--- config.mk ---
export PLATFORM = sky130hd
export DESIGN_NAME = fft_frame_loader
export DESIGN_NICKNAME = d
export VERILOG_FILES = /design/src/rtl/fft_frame_loader.sv
export SDC_FILE = /design/constraint.sdc
export NUM_CORES = 1
export LEC_CHECK = 0
export ABC_AREA = 1
export BUFFER_PORTS_ARGS = -buffer_cell sky130_fd_sc_hd__buf_2
export CORE_ASPECT_RATIO = 1.1
export CORE_MARGIN = 2
export CORE_UTILIZATION = 58
export DETAILED_ROUTE_END_ITERATION = 12
export PLACE_DENSITY = 0.86
export SYNTH_ARGS = -nofsm -noshare
export SYNTH_HDL_FRONTEND = slang
export SYNTH_SLANG_ARGS = --single-unit
--- constraint.sdc ---
create_clock -name clk -period 4.4 [get_ports clk]
set_clock_uncertainty 0.15 [all_clocks]
set_input_delay 0.66 -clock clk [delete_from_list [all_inputs] [get_ports clk]]
set_output_delay 0.66 -clock clk [all_outputs]
set_load 0.1 [all_outputs]
--- src/rtl/fft_frame_loader.sv ---
// fft_frame_loader: assembles 8 complex FP16 samples into ping-pong frame banks for the FFT core
module fft_frame_loader #(
   parameter int DATA_W  = 16,
   parameter int N_PTS   = 8,
   parameter int EXP_MSB = 14,
   parameter int EXP_LSB = 10
) (
   input  logic                    clk,
   input  logic                    rst_n,
   input  logic                    in_valid,
   output logic                    in_ready,
   input  logic [DATA_W-1:0]       in_real,
   input  logic [DATA_W-1:0]       in_imag,
   input  logic                    in_mode,
   input  logic                    flush,
   output logic                    frame_valid,
   input  logic                    frame_ready,
   output logic [N_PTS*DATA_W-1:0] frame_real,
   output logic [N_PTS*DATA_W-1:0] frame_imag,
   output logic                    frame_mode,
   output logic                    frame_bad,
   output logic [7:0]              frame_tag
);
   localparam int IW = $clog2(N_PTS);
   localparam logic [IW-1:0] LAST = IW'(N_PTS - 1);

   logic [DATA_W-1:0] re_q [2][N_PTS];
   logic [DATA_W-1:0] im_q [2][N_PTS];
   logic [7:0]        tag_q [2];
   logic [1:0]        mode_q, bad_q, full_q, full_d;
   logic              wr_bank_q, wr_bank_d, rd_bank_q, rd_bank_d, acc_q, acc_d;
   logic [IW-1:0]     wr_idx_q, wr_idx_d;
   logic [7:0]        tag_cnt_q, tag_cnt_d;
   logic              accept, last, rel, smp_bad;

   assign in_ready    = !full_q[wr_bank_q] && !flush;
   assign accept      = in_valid && in_ready;
   assign last        = wr_idx_q == LAST;
   assign frame_valid = full_q[rd_bank_q];
   assign rel         = frame_valid && frame_ready;
   assign smp_bad     = (&in_real[EXP_MSB:EXP_LSB]) || (&in_imag[EXP_MSB:EXP_LSB]);
   assign frame_mode  = mode_q[rd_bank_q];
   assign frame_bad   = bad_q[rd_bank_q];
   assign frame_tag   = tag_q[rd_bank_q];

   genvar k;
   generate
      for (k = 0; k < N_PTS; k++) begin : g_pack
         assign frame_real[k*DATA_W +: DATA_W] = re_q[rd_bank_q][k];
         assign frame_imag[k*DATA_W +: DATA_W] = im_q[rd_bank_q][k];
      end
   endgenerate

   // next state of write pointer, bad accumulator, tag counter and bank occupancy
   always_comb begin
      wr_idx_d  = wr_idx_q;
      wr_bank_d = wr_bank_q;
      rd_bank_d = rd_bank_q ^ rel;
      acc_d     = acc_q;
      tag_cnt_d = tag_cnt_q;
      full_d    = full_q;
      if (rel) full_d[rd_bank_q] = 1'b0;
      if (flush) begin
         wr_idx_d = '0;
         acc_d    = 1'b0;
      end else if (accept) begin
         acc_d    = (wr_idx_q == '0) ? smp_bad : (acc_q | smp_bad);
         wr_idx_d = last ? '0 : wr_idx_q + 1'b1;
         if (last) begin
            full_d[wr_bank_q] = 1'b1;
            wr_bank_d         = !wr_bank_q;
            tag_cnt_d         = tag_cnt_q + 8'd1;
         end
      end
   end

   // control registers
   always_ff @(posedge clk or negedge rst_n) begin
      if (!rst_n) begin
         wr_idx_q  <= '0;
         wr_bank_q <= 1'b0;
         rd_bank_q <= 1'b0;
         acc_q     <= 1'b0;
         tag_cnt_q <= '0;
         full_q    <= '0;
      end else begin
         wr_idx_q  <= wr_idx_d;
         wr_bank_q <= wr_bank_d;
         rd_bank_q <= rd_bank_d;
         acc_q     <= acc_d;
         tag_cnt_q <= tag_cnt_d;
         full_q    <= full_d;
      end
   end

   // bank storage: sample write on accept, frame metadata captured at first and last sample
   always_ff @(posedge clk or negedge rst_n) begin
      if (!rst_n) begin
         for (int b = 0; b < 2; b++) begin
            for (int i = 0; i < N_PTS; i++) begin
               re_q[b][i] <= '0;
               im_q[b][i] <= '0;
            end
            tag_q[b] <= '0;
         end
         mode_q <= '0;
         bad_q  <= '0;
      end else if (accept) begin
         re_q[wr_bank_q][wr_idx_q] <= in_real;
         im_q[wr_bank_q][wr_idx_q] <= in_imag;
         if (wr_idx_q == '0) mode_q[wr_bank_q] <= in_mode;
         if (last) begin
            bad_q[wr_bank_q] <= acc_d;
            tag_q[wr_bank_q] <= tag_cnt_q;
         end
      end
   end
endmodule
# == After elaboration in Yosys (flattened, before gate mapping) ==
# Cells that the tools add are included.
# op_classes
addsub,2
mul,0
n_div,0
magnitude_cmp,9
n_eq_ne,1
n_shift,0
muxes,42
bitwise_logic,9
n_reduce_logical,18
# op_table
op,count
128-bit 2-to-1 mux,7
256-bit bitwise mux,2
128-bit demux with 1-bit select,1
16-bit demux with 3-bit select,1
8-bit 2-to-1 mux,4
16-bit bitwise mux,1
16-bit 2-to-1 mux,1
1-bit 2-to-1 mux,13
5-bit AND reduction,2
3-bit 2-to-1 mux,3
8-bit by 1-bit adder with 8-bit output (second input constant),1
8-bit demux with 1-bit select,1
2-bit 2-to-1 mux,4
1-bit logical AND,7
2-bit bitwise mux,2
2-bit >= comparator (second input constant),2
4-bit >= comparator (second input constant),1
1-bit by 2-bit < comparator with 1-bit output (second input constant),2
4-bit by 1-bit < comparator with 1-bit output (second input constant),1
1-bit NOT with 2-bit output,2
3-bit NOT with 4-bit output,1
2-bit AND reduction,2
3-bit by 1-bit adder with 3-bit output (second input constant),1
3-bit equality test (second input constant),1
14 further kinds,18
# word_totals
register_bits,548
latch_bits,0
ramBits,0
mem_bits_ro,0
output_inout_bits,268
word_cells,123
memories,0

# == Depth between registers and ports, before layout ==
# Gate-level depths: netlist of the first run.
# depth
depth_word,11
ltp_mapped,9

# == Worst setup path after synthesis of the first run ==
# Ideal clock, no wire load.
# synth_path
path_type,register -> output
from,reg rd_bank_q
to,out frame_imag[76]
arrival_ns,2.922
setup_slack_ns,0.668
path_stages_with_launch,5
path_cell_list,dfrtp_1 inv_1 clkbuf_1 clkbuf_1 o21ai_0
# synth_between
elab_chain_cells,4
# synth_rtl
element,line,text
from (decl),31,"logic wr_bank_q, wr_bank_d, rd_bank_q, rd_bank_d, acc_q, acc_d;"
from (signal assigned),89,rd_bank_q <= rd_bank_d;
1-bit NOT with 2-bit output (not written as such),50,assign frame_imag[k*DATA_W +: DATA_W] = im_q[rd_bank_q][k];
128-bit 2-to-1 mux (3 in a row),n/a,
to (decl),19,"output logic [N_PTS*DATA_W-1:0] frame_imag,"
# No other way between the ends. The select of a mux whose other input is x is not followed.

# == Worst setup path after layout of the first run ==
# layout_path
from,reg rd_bank_q
to,out frame_real[125]
# layout_between
elab_chain_cells,4
# layout_rtl
element,line,text
1-bit NOT with 2-bit output (not written as such),49,assign frame_real[k*DATA_W +: DATA_W] = re_q[rd_bank_q][k];
128-bit 2-to-1 mux (not written as such) (3 in a row),49,
to (decl),18,"output logic [N_PTS*DATA_W-1:0] frame_real,"
# No other way between the ends. The select of a mux whose other input is x is not followed.

==> results.yml, run 1 <==
run_status:
  outcome: "finished clean"
worst_setup_path:
  path_class: "reg -> out"
  crit_required_ns: 3.59
  worstSetupEndpointType: "output port"
  r2r_end: "im_q[166]"
  r2r_start: "wr_bank_q"
  cp_max_fo: 206
  crit_path_frequent_cell: "nand2_1"
  path_delay_family: "buffers and inverters"
  worstPathCellList: "buf_12 > nand2_1 > nand2_1 > buf_2"
  crit_buf_inv: 2
  cp-start-kind: "register"
  worst-r2r-cell-count: 7
  cp.arrival_ns: 3.11
  r2r_slack_ns: 1.12
  cp_slowest_cell: "dfrtp_4"
  slowest_delay_ns: 0.70
clock_network:
  h-tree-depth: 2
  clk_latency_ns: 0.60
  cts-root-buf: "clkbuf_16"
  clk_pin_slew_ns: 0.06
  cts_buffer_depth: 3
  post-cts-setup-buffer-count: 0
  numCtsBuffers: 53
  tritoncts: "done"
  clkSinkCount: 548
sta:
  worstMarginPinSlew_ns: 1.280
  finalCritPeriodShare_pct: 89.20
  post-route-min-period_ns: 3.925
  relSlewSlack_pct: 14.35
  worst_slack_ns: 0.4750
  max_freq_mhz: 254.8
  hold_viol_final: 0
  setup-tns-final_ns: 0
  rsz0062_at_grt: "no"
  setup_viol: 0
  drv_slew: 0
  hold_ws_ns: 0.1404
cells_and_area:
  multi_input_area_mm2: 0.008572
  nNetsFinal: 3135
  area_growth_pct: 15.88
  drive_gt1_share_pct: 14.16
  regArea_mm2: 0.01372
  fillerInstances: 3124
drt:
  drcViolationCount: 0
  drt_wl_total_um: 67180
  wl_per_cell_um: 18.40
  routed_via_density: 5.668
  drt-pass1-iter-count: 8
  drt_iter0_drc: 1936
  ant_nets: 0
  vias: 20690
power_and_ir_drop:
  p_leak_nw: 14.85
  switchingPower_mw: 3.846
  p_int_mw: 9.116
  seqPwrFrac_pct: 46.4
  combPwrFrac_pct: 14.9
  power.total_mw: 12.96
  peakVddDrop_mv: 0.3523
  p_per_area_mw_per_mm2: 479.7
  p_clk_share_pct: 38.7
  switching_share_pct: 29.67
synthesis:
  synth_nets: 2943
  ys_top_cells_by_area: "dfrtp_1 (59%), nand2_1 (25%), o21ai_0 (6.4%)"
  netlist_instances: 2901
  syn-cell-area_mm2: 0.02332
  synth_top_cell_by_area: "dfrtp_1"
  syn_avg_cell_area_um2: 8.038
  ys_seq_area_share_pct: 58.81
  synth.distinct_cells: 24
  synth_seq_cells: 548
  synth_top_area_share_pct: 58.81
  synth.yosys.warnings: 0
global_routing:
  grtUsageTotal_pct: 32.49
  antenna_found_initial: 4
  first_global_vias: 20070
  gr-total-overflow: 0
  grt_start_max_net_pins: 207
  grt_pass1_wl_um: 107000
hold_path:
  whs_endpoint: "acc_q"
  hold_depth: 2
  hold_class: "in -> reg"
  worstHoldStart: "flush"
placed_design:
  place_ws_ns: 1.171
  place_congestion: 0.8927
  dp.final_hpwl_um: 43360
  io_buffers: 305
floorplanning:
  die_w_um: 195.2
  die-area_mm2: 0.04182
  ios: 306
  std_cell_rows: 77
  die_y_um: 214.3
  initial_core_util_pct: 58.46
  core_area_mm2: 0.03989
job:
  drv_cap: 0
-- power by group through the flow --
stage / Combinational [mW] / Sequential, mW / Clock (mW)
2_1_floorplan: 1.47 / 5.98 / 0
3_3_place_gp: 1.86 / 6.04 / 0
3_5_place_dp: 1.92 / 6.08 / 0
4_1_cts: 1.94 / 6.00 / 5.06
5_1_grt: 2.10 / 6.07 / 5.28
6_report: 1.93 / 6.01 / 5.02
-- layout make-up --
cell class	count	area share (%)
antenna	2	0.01852
clock buffer	77	5.955
clock inverter	21	1.259
inverter	85	1.209
multi-input combinational	2075	31.72
sequential	548	50.76
tap	513	2.375
timing repair buffer	330	6.696
-- registers in the layout (all words and copies together) (netlist names) --
name / flops
mode_q: 2
rd_bank_q: 1
tag_q: 16
im_q: 256
wr_idx_q: 3
acc_q: 1
re_q: 256
tag_cnt_q: 8
wr_bank_q: 1
full_q: 2
bad_q: 2
-- worst max-delay path by stage --
| stage | from | to | slack [ns] | cells past startpoint |
|---|---|---|---|---|
| final | rd_bank_q | frame_real[125] | 0.48 | 4 |
| after CTS | rd_bank_q | frame_real[79] | 0.65 | 5 |
| after floorplan | rd_bank_q | frame_imag[76] | 0.67 | 4 |
| after detailed placement | wr_bank_q | re_q[26] | 1.17 | 8 |
| after global placement | wr_bank_q | re_q[26] | 1.27 | 8 |
| after global routing | rd_bank_q | frame_real[71] | 0.49 | 5 |
-- layout by cell type (no fill, tap or decap), drive strengths merged, types with 2 or more instances in the layout --
| cell type | Yosys | routed |
|---|---|---|
| nand2 | 1557 | 1557 |
| nor2 | 21 | 21 |
| xnor2 | 3 | 3 |
| nand3 | 19 | 19 |
| nand3b | 2 | 2 |
| dfrtp | 548 | 548 |
| inv | 85 | 86 |
| clkinv | 0 | 10 |
| o21ai | 460 | 460 |
| buf | 17 | 329 |
| nand4 | 2 | 2 |
| diode | 0 | 2 |
| nor3 | 5 | 5 |
| ha | 4 | 4 |
| bufinv | 0 | 9 |
| clkbuf | 176 | 77 |
-- logic make-up (layout without fill, tap and decap cells) --
family	count (synthesis)	after routing	share of synthesized area, %
other cells	0	2	0
flops	548	548	58.81
compound gates	461	461	9.895
buf+inv	278	513	4.561
xor+xnor	4	4	0.1503
fa+ha+maj	4	4	0.2146
simple gates	1606	1606	26.37
-- stage by stage --
step	util [%]	instance area (um2)	std cells
floorplan	-	23320	2901
global placement	62.78	25040	3549
detailed placement	62.78	25040	3549
CTS	67.70	27000	3648
global route	67.74	27020	3650
finish	67.75	27020	3651
-- cells in the mapped netlist --
| cell type | instances |
|---|---|
| nand2_2 | 7 |
| nor3_1 | 2 |
| dfrtp_1 | 548 |
| nand3b_1 | 2 |
| nand3_2 | 4 |
| ha_1 | 4 |
| xor2_1 | 1 |
| clkbuf_1 | 176 |
| nor2_1 | 17 |
| o21ai_0 | 298 |
| xnor2_1 | 3 |
| nor2_4 | 3 |
| buf_2 | 13 |
| a21oi_1 | 1 |
| nand3_1 | 15 |
| nor2_2 | 1 |
| inv_1 | 84 |
| nand2_1 | 1550 |
| nor3_2 | 3 |
| nand4_1 | 2 |
| buf_1 | 3 |
| buf_4 | 1 |
| o21ai_1 | 162 |
| inv_2 | 1 |
-- repair_timing --
item,4_1_cts,5_1_grt
hold buffers,1,0
gates resized for setup,0,0
endpoints found under the hold margin,32,0
-- layer usage --
layer	wire [um]	share of wire [%]	global-route usage, %
met2	32140	48	52.26
met1	25360	38	41.74
met4	3872	5.8	19.29
met3	5796	8.6	5.568
met5	13	0.019	0
(Power assumes the default switching activity.)
==> inputs of run 2 (changes only) <==
Settings changed: CORE_UTILIZATION 58 to 30, PLACE_DENSITY 0.86 to 0.53.
==> run 2 against run 1 <==
Effect of this change: critical path depth unchanged; sequential share of layout area is 1.7 points lower; cell area increased by 3.5%; register-to-register slack improved by 0.18 ns; setup slack better by 0.052 ns; die area is 91% higher; critical endpoint is now frame_real[17].
==> results.yml, run 2 (synthesized netlist as in run 1, its figures left out) <==
global_routing:
  grt_start_max_net_pins: 146
  grt_pass1_wl_um: 118000
  gr-total-overflow: 0
  first_global_vias: 18740
  grtUsageTotal_pct: 19.17
  antenna_found_initial: 5
cells_and_area:
  biggestRegsByFlops: "im_q (256), re_q (256), tag_q (16)"
  final_util_pct: 36.22
  layout_commonest_cell: "nand2_1"
  area_growth_pct: 19.98
  stdcell_count: 4202
  drive_gt1_share_pct: 14.76
  nNetsFinal: 3158
  final_area_mm2: 0.02798
  layout_common_cells: "nand2_1 (1,546), dfrtp_1 (547), buf_2 (304)"
worst_setup_path:
  crit_buf_inv: 2
  worstSetupEndpointType: "output port"
  slowest_delay_ns: 0.69
  cp_max_fo: 145
  crit_required_ns: 3.59
  cp.arrival_ns: 3.06
  cp_slowest_cell: "dfrtp_4"
  cp-start-kind: "register"
  worstPathCellList: "buf_12 > nand2_1 > nand2_1 > buf_2"
  path_class: "reg -> out"
  crit_path_frequent_cell: "nand2_1"
  path_delay_family: "buffers and inverters"
sta:
  relSlewSlack_pct: 18.78
  worstMarginPinSlew_ns: 1.218
  rsz0062_at_grt: "no"
  worst_slack_ns: 0.5267
  setup_viol: 0
  max_freq_mhz: 258.2
  post-route-min-period_ns: 3.873
  finalCritPeriodShare_pct: 88.03
  drv_slew: 0
  setup-tns-final_ns: 0
  hold_viol_final: 0
drt:
  wl_per_cell_um: 18.34
  ant_nets: 0
  drt_iter0_drc: 1575
  drt_wl_total_um: 77060
  drt-pass1-iter-count: 5
  routed_via_density: 4.572
  drcViolationCount: 0
  vias: 19210
placed_design:
  placed_area_mm2: 0.02584
  placedCellCount: 4088
  place_congestion: 0.7991
  dp.final_hpwl_um: 50220
  place_ws_ns: 1.200
  io_buffers: 305
clock_network:
  clkSinkCount: 548
  clk_pin_slew_ns: 0.06
  h-tree-depth: 2
  numCtsBuffers: 60
  tritoncts: "done"
  post-cts-setup-buffer-count: 0
  cts-root-buf: "clkbuf_16"
  clk_latency_ns: 0.62
  cts_buffer_depth: 3
run_status:
  outcome: "finished clean"
power_and_ir_drop:
  p_leak_nw: 14.99
  p_per_area_mw_per_mm2: 478.5
  peakVddDrop_mv: 0.2953
floorplanning:
  core_area_mm2: 0.07725
  die-area_mm2: 0.07997
  die_w_um: 269.8
  die_y_um: 296.4
  std_cell_rows: 107
  ios: 306
  initial_core_util_pct: 30.19
hold_path:
  hold_class: "in -> reg"
job:
  drv_cap: 0
[run 2: area by class of cell]
cell class,instances,area (um2)
fillers,8185,49270
flip-flops and latches,548,13720
multi-input cells,2075,8574
repair buffers,346,1934
clock buffers,87,1733
well taps,1035,1295
clock inverters,24,390.4
inverters,85,326.6
diodes,2,5.005
[run 2: metal layers]
| metal | routed length (um) | global-route usage (%) |
|---|---|---|
| met5 | 40 | 0 |
| met4 | 1856 | 5.461 |
| met3 | 3852 | 3.511 |
| met2 | 37350 | 32.56 |
| met1 | 33960 | 25.08 |
[run 2: timing repair]
action                    CTS  global route
hold buffers                1             0
hold endpoints to repair   70             0
gates resized for setup     0             0
[run 2: path summary, 6_finish.rpt]
kind                       cells after the start  slack (ns)  startpoint        endpoint
min in group asynchronous                      2        0.47       rst_n         re_q[7]
max                                            4        0.53   rd_bank_q  frame_real[17]
min                                            2        0.06       flush           acc_q
max reg2reg                                    7        1.30   wr_bank_q       tag_q[14]
min reg2reg                                    2        0.33   im_q[102]       im_q[102]
max in group asynchronous                      3        2.38       rst_n       im_q[181]
[run 2: report_power, final]
part           leakage (nW)  internal (mW)  switching [mW]  total (mW)
logic                  6.70          0.408            1.52        1.93
clock network          1.03           3.26            2.17        5.43
registers              7.26           5.65           0.377        6.03
[run 2: worst reg2reg max path, cell delays in order (launching register included)]
cell and delay, ns:
dfrtp_1 0.79, nor2_1 0.12, nor2_1 0.31, nand2_2 0.25, nor2_1 0.67, nand2_1 0.47
nand2_1 0.17, nand2_1 0.06
[run 2: per-stage QoR]
stage / power, mW / hold WS (ns)
3_5_place_dp: 8.065 / 0.3150
3_3_place_gp: 8.044 / 0.3116
5_1_grt: 14.02 / 0.01582
6_report: 13.39 / 0.05514
2_1_floorplan: 7.448 / 0.2144
4_1_cts: 13.58 / 0.002307
